## config.mk

```make
export PLATFORM = sky130hd
export DESIGN_NAME = rr_bus_arbiter
export DESIGN_NICKNAME = d
export VERILOG_FILES = /design/src/rtl/rr_bus_arbiter.sv
export SDC_FILE = /design/constraint.sdc
export NUM_CORES = 1
export LEC_CHECK = 0
export CAP_MARGIN = 20
export CELL_PAD_IN_SITES_DETAIL_PLACEMENT = 1
export CELL_PAD_IN_SITES_GLOBAL_PLACEMENT = 2
export CORE_ASPECT_RATIO = 1.5
export CORE_MARGIN = 2
export CORE_UTILIZATION = 13
export CTS_CLUSTER_DIAMETER = 50
export DETAILED_ROUTE_END_ITERATION = 7
export PLACE_DENSITY_LB_ADDON = 0.1
export SYNTH_ARGS = -nofsm -noshare
export SYNTH_HDL_FRONTEND = slang
export SYNTH_SLANG_ARGS = --single-unit
```

## constraint.sdc

```tcl
create_clock -name i_clk -period 1.81 [get_ports i_clk]
set_input_delay 0.2715 -clock i_clk [delete_from_list [all_inputs] [get_ports i_clk]]
set_output_delay 0.2715 -clock i_clk [all_outputs]
set_load 0.005 [all_outputs]
```

## src/rtl/rr_bus_arbiter.sv

```systemverilog
// Burst-granular round-robin arbiter: shares one downstream port among NUM_REQ
// requesters, driving the mux select and returning per-requester beat acks.
module rr_bus_arbiter #(
  parameter  int NUM_REQ     = 4,
  parameter  int DATA_WIDTH  = 32,
  localparam int SELECT_BITS = $clog2(NUM_REQ)
) (
  input  logic                          i_clk,
  input  logic                          i_rst_n,
  input  logic [NUM_REQ-1:0]            i_req,
  input  logic [NUM_REQ-1:0]            i_last,
  input  logic [NUM_REQ*DATA_WIDTH-1:0] i_data_bus,
  input  logic                          i_ready,
  output logic                          o_valid,
  output logic [DATA_WIDTH-1:0]         o_data,
  output logic [SELECT_BITS-1:0]        o_select,
  output logic [NUM_REQ-1:0]            o_gnt,
  output logic                          o_busy
);

  typedef enum logic [0:0] {
    IDLE = 1'b0,
    BUSY = 1'b1
  } state_t;

  state_t                 state_r;
  logic [SELECT_BITS-1:0] owner_r;
  logic [SELECT_BITS-1:0] ptr_r;
  logic [SELECT_BITS-1:0] win_s;
  logic [SELECT_BITS-1:0] cand_s;
  logic                   found_s;
  logic                   owner_req_s;

  // Successor index in the ring, wrapping NUM_REQ-1 back to 0 (handles non-power-of-2 NUM_REQ).
  function automatic logic [SELECT_BITS-1:0] next_idx(input logic [SELECT_BITS-1:0] idx);
    logic [SELECT_BITS-1:0] nxt;
    if (idx == SELECT_BITS'(NUM_REQ - 1)) begin
      nxt = '0;
    end else begin
      nxt = idx + SELECT_BITS'(1);
    end
    return nxt;
  endfunction

  // Scan requests starting at ptr; first set bit wins.
  always_comb begin
    win_s   = ptr_r;
    cand_s  = ptr_r;
    found_s = 1'b0;
    for (int i = 0; i < NUM_REQ; i++) begin
      if (!found_s && i_req[cand_s]) begin
        win_s   = cand_s;
        found_s = 1'b1;
      end else begin
        found_s = found_s;
      end
      cand_s = next_idx(cand_s);
    end
  end

  assign owner_req_s = i_req[owner_r];

  // Arbitration FSM: owner holds the port until its last beat is accepted or it aborts.
  always_ff @(posedge i_clk or negedge i_rst_n) begin
    if (!i_rst_n) begin
      state_r <= IDLE;
      owner_r <= '0;
      ptr_r   <= '0;
    end else begin
      case (state_r)
        IDLE: begin
          if (|i_req) begin
            owner_r <= win_s;
            state_r <= BUSY;
          end else begin
            state_r <= IDLE;
          end
        end
        BUSY: begin
          // Abort (request dropped) and accepted last beat both release the port.
          if (!owner_req_s || (i_ready && i_last[owner_r])) begin
            state_r <= IDLE;
            ptr_r   <= next_idx(owner_r);
          end else begin
            state_r <= BUSY;
          end
        end
        default: begin
          state_r <= IDLE;
        end
      endcase
    end
  end

  // Datapath mux and beat acknowledge for the current owner.
  always_comb begin
    o_valid = 1'b0;
    o_data  = '0;
    o_gnt   = '0;
    if (state_r == BUSY && owner_req_s) begin
      o_valid        = 1'b1;
      o_data         = i_data_bus[int'(owner_r)*DATA_WIDTH +: DATA_WIDTH];
      o_gnt[owner_r] = i_ready;
    end else begin
      o_valid = 1'b0;
    end
  end

  assign o_select = owner_r;
  assign o_busy   = (state_r == BUSY);

endmodule

```

==> impl_results.md <==
* Util after Layout at 35.0%
* Fraction of registers with async set/reset at 100%
* Clk_skew at 0.00186 ns
* Clk sinks at 5
* Delay-heaviest family, CP: multiplexers
* DR pass1 iterations at 4
* Die Ht at 141 um
* DP HPWL at 8330 um
* Synthesized area per cell at 10.5 um2
* Pwr per Cell Area at 1310 mW/mm2
* Final worst slack at -0.318 ns
* Initial antenna violation count at 0
* Hold WS at 0.290 ns
* Sw power at 0.00202 W
* Row count at 50
* Clock slew at the register clock pins of the worst setup and hold paths at 0.03 ns
* Most used cell, CP: buf_6
* Full die area at 0.0135 mm2
* Multi-input logic area at 0.00158 mm2
* Fmax at 0.470 GHz
* WS Path Type: flip-flop to primary output
* Worst reg2reg path depth at 7
* CTS root buf: clkbuf_16
* Final setup vio count at 39
* Min-delay worst type: input pin to async pin
* Post-synth EDFFs at 0
* First-pass GRT wire length at 15,900 um
* DR WL met3 at 837 um
* Routed wl met2 at 6360 um
* Top-count cell post-synth: and3_1
* Net Sw Frac at 35.6%
* Yosys top cell area share at 48.3%
* Crit Reg-Reg Endpoint: ptr_r[0]
* Nets at 508
* H-tree levels at 1
* Top Ports at 179
* Combinational share of power at 89.4%
* CTS tree: done
* Synth Cell Area at 0.00163 mm2
* Vias/cell at 4.44
* Peak supply drop at 0.652 mV
* Core Area at 0.0124 mm2
* Area growth, synth to finish at 166%
* Prevailing post-synth register cell: dfrtp_1
* Synth Warn # at 0
* Status: finished, violations left
* GR Util All Layers at 15.7%
* Synth top area cells: mux4_2 48%, and3_1 14%, dfrtp_1 7.7%, ha_1 3.8%, clkbuf_1 2.5%
* Fin crit period at 2.13 ns
* Internal at 0.00365 W
* Synthesized netlist cell count at 155
* Slew Limit Headroom at 75.7%
* Commonest cells in the netlist: 36 x and3_1, 35 x mux4_2, 11 x clkbuf_1, 8 x nor2_1
* Worst path max stage delay at 0.56 ns
* Worst Path Max Fanout at 5
* Placer Congestion at 0.738
* WL per Instance at 21.2 um
* Post-CTS Hold Buffers at 0
* Period utilisation layout at 118%
* Register area at 129 um2
* CP Capture Type: primary output
* Worst R2R Start: o_select[0]
* Leak at 1.74 nW
* Failing checks: negative setup slack
* Post-synthesis register bit count at 5
* Final Hold Fails at 0
* IO Port Bufs at 178
* Worst-skew pair later-pin latency at 0.22 ns
* Bufs and invs on worst path at 4
* Layout cell share with drive strength beyond 1 at 46.0%
* Total CTS buffers at 3
* Total of max-cap violations at 0
* Clock Tree Buf Depth at 2
* Worst-Margin Slew at 0.365 ns
* Max Slew Vio Count at 0
* Wire length on met1 at 3750 um
* Sequential share of power at 4.2%
* DRT iter0 DRCs at 44
* Die Wd at 95.5 um
* Post-detailed-routing wire length at 11,000 um
* Largest area contributor in the synthesized netlist: mux4_2
* Seq/Total Area, Yosys at 7.67%
* R2R Setup Slk at -0.25 ns
* Mapped Nets at 299
* Setup crit start kind: flip-flop
* Fill cell count at 1,392
* Crit path cell chain: buf_12 > mux4_2 > buf_6 > buf_16 > and3_4 > buf_6
* RSZ-0062 raised after global routing: yes
* Via Count at 2,302
* Initial core utilization at 13.2%
* Synth cell types at 36
* Crit-path slowest cell: mux4_2
* Clock share of power at 6.4%
* # diodes at 0
* Worst Path Required at 1.54 ns
* Number of global-route vias before repair at 2,510
* Arrival time at the worst endpoint at 1.86 ns
* GRT overflow at 0
* Antenna Nets Post-Route at 0
* Max layer used: met4
* Largest net degree at the start of global routing at 40
* Post-route DRC at 0
-- cells by family (layout without fill, tap and decap cells) --
family                     after synthesis  after routing  synth area share (%)
AOI/OAI and AO/OA                       21             21                  9.74
adders and majority gates                5              5                  3.83
buffers and inverters                   26            234                  7.44
DFF                                      5              5                  7.67
muxes                                   37             37                  49.7
and+or+nand+nor                         61             61                  21.6
-- stage by stage --
stage	total power (W)	instances	instance area [um2]	setup WS, ns	TNS, ns
after global routing	0.00611	519	4330	-0.368	-12.81
after global placement	0.00416	493	3750	-0.597	-21.60
after CTS	0.00574	520	4320	-0.403	-12.32
after detailed placement	0.00415	493	3750	-0.595	-21.48
final	0.00567	519	4330	-0.318	-10.80
after floorplan	0.00228	155	1650	-0.0311	-0.630
-- timing repair --
action                                  in CTS  in global routing
gates resized for setup                    223                 17
buffers inserted                            19                  1
gates cloned                                 5                  0
endpoints found under the setup margin      41                 41
pin swaps                                   17                 18
-- per-layer routing --
layer / GRT usage [%] / vias up
met5: 0 / -
met4: 2.03 / 0
met3: 2.62 / 2
met2: 31.7 / 86
met1: 16.8 / 1157
li1: - / 1057
-- state kept, by name, indices dropped and copies added, names as in the netlist --
name / cells
o_busy: 1
ptr_r: 2
o_select: 2
-- worst register-to-register path, cell delays in order, from the launching register on --
cell     delay [ns]
dfrtp_2        0.38
buf_12         0.11
mux4_2         0.56
buf_6          0.15
buf_6          0.12
buf_6          0.11
a21bo_4        0.21
mux2_4         0.29
-- final cells by class --
| class | instances | share of cell area (%) |
|---|---|---|
| repair buffers | 225 | 53.8 |
| well taps | 156 | 4.50 |
| flip-flops and latches | 5 | 2.97 |
| multi-input cells | 124 | 36.5 |
| inverters | 5 | 0.433 |
| clock buffers | 4 | 1.82 |
-- how the worst max path moves through the flow --
stage	from	end	slack, ns	depth (start not counted)
after detailed placement	i_req[3]	o_data[3]	-0.59	5
after CTS	o_select[0]	o_data[0]	-0.40	6
after floorplan	o_select[0]	o_gnt[0]	-0.03	5
after global placement	i_req[3]	o_data[3]	-0.60	5
final	o_select[0]	o_data[5]	-0.32	6
after global routing	o_select[0]	o_data[5]	-0.37	6
-- cells in the final DEF (no fill, tap or decap), drive strengths merged, types with 3 or more instances in the layout --
cell and count:
and3 36, buf 81, clkbuf 7, clkdlybuf4s50 137, dfrtp 5, dlygate4sd2 4, ha 5, inv 5
mux4 35, nand2 6, nand2b 3, nor2 8, o21ai 4
-- power by group through the flow --
stage	clock network (W)	registers (W)	logic, W
CTS	0.000366	0.000241	0.00513
finish	0.000361	0.000241	0.00507
global route	0.000381	0.000251	0.00547
floorplan	0	0.000225	0.00206
global placement	0	0.000261	0.00390
detailed placement	0	0.000260	0.00389
Note: power is estimated with default switching activity, not from simulation.
